$ cat config.mk
export PLATFORM = sky130hd
export DESIGN_NAME = imm_gen_seq
export DESIGN_NICKNAME = d
export VERILOG_FILES = /design/src/rtl/imm_gen_pkg.sv /design/src/rtl/imm_gen_seq_decode.sv /design/src/rtl/imm_gen_seq.sv
export SDC_FILE = /design/constraint.sdc
export NUM_CORES = 1
export LEC_CHECK = 0
export ABC_AREA = 1
export ABC_CLOCK_PERIOD_IN_PS = 4300
export BUFFER_PORTS_ARGS = -buffer_cell sky130_fd_sc_hd__buf_2
export CAP_MARGIN = 25
export CORE_MARGIN = 2
export CORE_UTILIZATION = 45
export CTS_CLUSTER_DIAMETER = 30
export DETAILED_ROUTE_END_ITERATION = 16
export MAX_ROUTING_LAYER = met4
export PLACE_DENSITY = 0.8
export SLEW_MARGIN = 20
export SYNTH_ARGS = -nofsm -noshare
export SYNTH_HDL_FRONTEND = slang
export SYNTH_SLANG_ARGS = --single-unit
$ cat constraint.sdc
create_clock -name clk -period 4.3 [get_ports clk]
set_input_delay 0.43 -clock clk [delete_from_list [all_inputs] [get_ports clk]]
set_output_delay 0.43 -clock clk [all_outputs]
set_load 0.01 [all_outputs]
$ cat src/rtl/imm_gen_pkg.sv
// Shared constants for the registered immediate generator: instruction width,
// immediate format select codes and FSM state encoding.
package imm_gen_pkg;

    localparam int ILEN = 32;

    localparam logic [2:0] IMM_I = 3'b000;
    localparam logic [2:0] IMM_S = 3'b001;
    localparam logic [2:0] IMM_B = 3'b010;
    localparam logic [2:0] IMM_U = 3'b011;
    localparam logic [2:0] IMM_J = 3'b100;
    localparam logic [2:0] IMM_Z = 3'b101;

    typedef enum logic [1:0] {
        ST_EMPTY  = 2'd0,
        ST_LOADED = 2'd1,
        ST_READY  = 2'd2
    } state_t;

endpackage

$ cat src/rtl/imm_gen_seq_decode.sv
// Combinational RISC-V immediate extraction and sign extension to XLEN.
// Optional macro IMM_GEN_CSR_EN enables the Z (CSR zimm) format on select 101.
import imm_gen_pkg::*;

module imm_decode #(
    parameter int XLEN = 32
) (
    input  logic [ILEN-1:0] i_ir,
    input  logic [2:0]      i_imm_sel,
    output logic [XLEN-1:0] o_imm,
    output logic            o_illegal
);

    logic [31:0] w_imm32;
    logic        w_unused_opcode;

    // The opcode field never contributes to any immediate.
    assign w_unused_opcode = ^i_ir[6:0];

    always_comb begin
        w_imm32   = '0;
        o_illegal = 1'b0;
        case (i_imm_sel)
            IMM_I: w_imm32 = {{20{i_ir[31]}}, i_ir[31:20]};
            IMM_S: w_imm32 = {{20{i_ir[31]}}, i_ir[31:25], i_ir[11:7]};
            IMM_B: w_imm32 = {{19{i_ir[31]}}, i_ir[31], i_ir[7], i_ir[30:25],
                              i_ir[11:8], 1'b0};
            IMM_U: w_imm32 = {i_ir[31:12], 12'b0};
            IMM_J: w_imm32 = {{11{i_ir[31]}}, i_ir[31], i_ir[19:12], i_ir[20],
                              i_ir[30:21], 1'b0};
`ifdef IMM_GEN_CSR_EN
            IMM_Z: w_imm32 = {27'b0, i_ir[19:15]};
`endif
            default: o_illegal = 1'b1;
        endcase
    end

    // Every 32-bit result already carries its sign in bit 31 (Z has a zero there).
    assign o_imm = XLEN'($signed(w_imm32));

endmodule

$ cat src/rtl/imm_gen_seq.sv
// Registered immediate generator: instruction register, 3-state FSM and output
// registers around imm_decode. Optional macro IMM_GEN_CSR_EN (see imm_decode).
import imm_gen_pkg::*;

module imm_gen_seq #(
    parameter int XLEN = 32
) (
    input  logic            clk,
    input  logic            rst,
    input  logic [XLEN-1:0] bus_in,
    input  logic            ld_ir,
    input  logic [2:0]      imm_sel,
    input  logic            en_imm,
    output logic [XLEN-1:0] imm_out,
    output logic            imm_valid,
    output logic            bus_drive,
    output logic [31:0]     ir_out,
    output logic            illegal_sel
);

    state_t            r_state;
    state_t            w_next_state;
    logic [ILEN-1:0]   r_ir;
    logic [XLEN-1:0]   r_imm;
    logic              r_illegal;
    logic [2:0]        r_sel_q;
    logic [XLEN-1:0]   w_imm;
    logic              w_illegal;
    logic              w_imm_valid;
    logic              w_capture;
    logic              w_unused_bus;

    assign w_unused_bus = ^bus_in;

    imm_decode #(
        .XLEN (XLEN)
    ) u_decode (
        .i_ir      (r_ir),
        .i_imm_sel (imm_sel),
        .o_imm     (w_imm),
        .o_illegal (w_illegal)
    );

    always_ff @(posedge clk or posedge rst) begin
        if (rst) begin
            r_state <= ST_EMPTY;
        end else begin
            r_state <= w_next_state;
        end
    end

    always_comb begin
        w_next_state = r_state;
        case (r_state)
            ST_EMPTY:  w_next_state = ld_ir ? ST_LOADED : ST_EMPTY;
            ST_LOADED: w_next_state = ld_ir ? ST_LOADED : ST_READY;
            ST_READY:  w_next_state = (ld_ir || (imm_sel != r_sel_q)) ? ST_LOADED : ST_READY;
            default:   w_next_state = ST_EMPTY;
        endcase
    end

    // A select change in READY invalidates the output in the same cycle.
    always_comb begin
        w_imm_valid = (r_state == ST_READY) && (imm_sel == r_sel_q);
    end

    // A reload while LOADED restarts the wait, so no decode is captured then.
    assign w_capture = (r_state == ST_LOADED) && !ld_ir;

    always_ff @(posedge clk or posedge rst) begin
        if (rst) begin
            r_ir      <= '0;
            r_imm     <= '0;
            r_illegal <= 1'b0;
            r_sel_q   <= IMM_I;
        end else begin
            if (ld_ir) begin
                r_ir <= bus_in[ILEN-1:0];
            end
            if (w_capture) begin
                r_imm     <= w_illegal ? '0 : w_imm;
                r_illegal <= w_illegal;
                r_sel_q   <= imm_sel;
            end
        end
    end

    assign imm_out     = r_imm;
    assign imm_valid   = w_imm_valid;
    assign bus_drive   = en_imm & w_imm_valid;
    assign ir_out      = r_ir;
    assign illegal_sel = r_illegal;

endmodule

==> run summary <==
SYNTH
----------------------------------------------------------------------------------------
Number of distinct library cells after synthesis                                      25
Total nets after synthesis                                                           446
Sequential cell area fraction in the yosys report                                  54.5%
Syn_area_per_cell                                                               7.90 µm²
Area of the mapped netlist                                                      3220 µm²
Cells after Synth                                                                    407
Yosys Warn Count                                                                       0
Number of synthesized register bits                                                   70

CLOCK NETWORK
----------------------------------------------------------------------------------------
Clk_lat worst skew                                                                350 ps
Number of cells upsized or downsized after cts                                         0
Number of H-tree levels                                                                3
Register clock-pin slew on the reported worst setup and hold paths                 80 ps
Clock tree from TritonCTS                                                            yes
Number of clock buffers inserted by TritonCTS                                          9
Root Buffer Master                                                          sky130_fd_sc_hd__clkbuf_8
Post-CTS Setup Repair Bufs                                                             0
Maximum buffer depth of the clock tree                                                 2
CTS Hold Buffers Added                                                                 0
Number of sinks driven by the clock tree                                              70

FLOORPLAN
----------------------------------------------------------------------------------------
Die footprint                                                                   7840 µm²
Die span in x                                                                    88.5 µm
Initial cell density of the core                                                   46.8%
DIE HEIGHT                                                                       88.5 µm
Core Rows                                                                             30
Boundary Pins                                                                        106
Floorplan Core Area                                                             6870 µm²

STA
----------------------------------------------------------------------------------------
Fmax                                                                             457 MHz
Worst slew margin relative to its limit                                            43.5%
Sum Neg Setup Slack                                                                 0 ps
Final Critical Period                                                            2190 ps
Crit share post-route                                                              50.9%
Final hold viol count                                                                  0
Layout Skew                                                                      11.8 ps
Number of max-slew violations in the final report                                      0
Least-Margin Pin Slew                                                             847 ps
# setup viols final                                                                    0
Setup repair after global routing missed its margin                                false

SETUP PATH
----------------------------------------------------------------------------------------
Kind of critical path                                                       input pin to output pin
Data required time at the worst endpoint                                         3870 ps
Critical path peak fanout                                                             20
Crit path arrival time                                                           1760 ps
Worst path bufs/invs                                                                   3
Crit path launch type                                                          input pin
Most frequent CP cell                                                       sky130_fd_sc_hd__nand2_1
Crit-path leading delay family                                              buffers and inverters
Cell at the slowest stage of the critical path                              sky130_fd_sc_hd__buf_2
CP peak stage delay                                                               330 ps
Crit. End Element                                                             output pin
Ordered list of cells on the worst path                                     buf_2 > inv_1 > nand2_1 > nand2_1 > nor2_1 > nand2_1 > nor3_1 > buf_2

ROUTE
----------------------------------------------------------------------------------------
Number of remaining DRC errors                                                         0
1st-iter DRT viols                                                                   173
Overall via count from detail_route                                                 2808
Average wire length per cell after detail routing                                12.8 µm
Per-cell via count in the routed design                                             4.63
Remaining number of nets flagged by the antenna check after routing                    0
Post-Route WL                                                                    7740 µm
Number of search-and-repair iterations in the first detailed-routing pass              4

FINISH
----------------------------------------------------------------------------------------
Post-route cell area                                                            3960 µm²
Total number of nets in the final design                                             544
Leading cell type in the layout, fill and taps excluded                     sky130_fd_sc_hd__nand2_1
Fraction of final layout cells with drive strength greater than 1                  29.0%
Number of antenna repair diodes                                                        0
Layout area overhead                                                               23.2%
Commonest cells after routing, fill and taps aside                          sky130_fd_sc_hd__nand2_1 (219), sky130_fd_sc_hd__buf_2 (105), sky130_fd_sc_hd__dfrtp_1 (70)

GLOBAL ROUTE
----------------------------------------------------------------------------------------
Grt total ovfl                                                                         0
First-pass GRT wire length                                                      12800 µm
Most Used Layer, Global Route                                                       met2
Maximum number of pins on one net before global-route repair                          43
Vias in the first global route                                                      2726
GRT Util Overall                                                                   21.8%
Antenna violations before repair                                                       0
Met3 capacity usage during global routing                                          3.92%
Met2 layer usage reported by global route                                          31.7%
Met1 track utilization from global routing                                         30.2%

MIN PATH
----------------------------------------------------------------------------------------
Worst min path class                                                        input pin to async pin

PLACED DESIGN
----------------------------------------------------------------------------------------
Dpl cell area                                                                   3760 µm²
Post-detail-place hpwl                                                           5610 µm
Final estimated routing congestion in global placement                             0.905
I/O Buffers                                                                          105

PWR
----------------------------------------------------------------------------------------
Maximum ir drop on the vdd rail                                               0.000203 V
Overall Power                                                                  0.00177 W
Power per cell area                                                           446 nW/µm²
Leak Pwr                                                                         2.37 nW

FLOW RUN
----------------------------------------------------------------------------------------
Number of max-cap violations                                                           0

OUTCOME
----------------------------------------------------------------------------------------
Result of the run                                                           complete, no violations

==> cell families (layout without fill, tap and decap cells) <==
| group | count (synthesis) | in the layout | synth area share [%] |
|---|---|---|---|
| buffers and inverters | 51 | 154 | 7.16 |
| AOI/OAI and AO/OA | 23 | 23 | 3.97 |
| and+or+nand+nor | 262 | 262 | 34.1 |
| DFF | 70 | 70 | 54.5 |
| xor gates and xnor gates | 1 | 1 | 0.272 |
==> synth_stat cells (all sizes together) <==
cell type	count	share of area, %
o21ai	20	3.1
o21a	1	0.23
buf	12	2.5
nor3	1	0.16
nand3	7	1.4
clkinv	7	0.82
dfrtp	70	54
nand4	13	2.5
clkbuf	8	0.93
nand2	234	29
xnor2	1	0.27
o211ai	2	0.62
nor2	7	1.4
inv	24	2.9
==> report_power, final <==
group          internal (W)  leakage (nW)  switching, W  total, W
combinational      0.000150          1.38      0.000242  0.000392
sequential         0.000767         0.885     0.0000756  0.000843
clock              0.000270        0.0996      0.000261  0.000531
==> metrics by stage <==
| step | utilization, % | hold slack, ps | cells | setup WS (ps) |
|---|---|---|---|---|
| final | 57.7 | 230 | 606 | 2110 |
| after global routing | 57.7 | 278 | 606 | 1970 |
| after CTS | 57.7 | 264 | 606 | 2120 |
| after detailed placement | 54.8 | 459 | 590 | 1890 |
| after global placement | 54.8 | 455 | 590 | 1960 |
| after floorplan | - | 473 | 407 | 2100 |
==> path summary, 6_finish.rpt <==
path / slack [ps] / cells after the start / start / endpoint
worst max-delay path: 2110 / 8 / imm_sel[0] / bus_drive
worst min register to register: 480 / 2 / imm_out[25] / imm_out[25]
worst min-delay path: 230 / 2 / rst / ir_out[1]
max in group asynchronous: 3140 / 3 / rst / r_state[0]
min in group clk: 280 / 3 / bus_in[14] / ir_out[14]
worst max register to register: 2220 / 5 / r_state[1] / imm_out[11]
==> sequential cells by signal, indices dropped and copies added, names as in the netlist <==
signal / flops
illegal_sel: 1
r_sel_q: 3
imm_out: 32
ir_out: 32
r_state: 2
==> routing by layer <==
layer	routed length [µm]	up-vias
met2	3660	75
met5	0	-
met4	127	0
li1	-	1442
met3	396	12
met1	3550	1279
==> cell type report <==
cell class / count / area (µm²)
fillers: 661 / 2910
flip-flops and latches: 70 / 1750
multi-input cells: 286 / 1230
repair buffers: 107 / 541
clock buffers: 9 / 124
well taps: 96 / 120
inverters: 31 / 119
clock inverters: 7 / 73.8
Power figures use the tool's default switching activity.
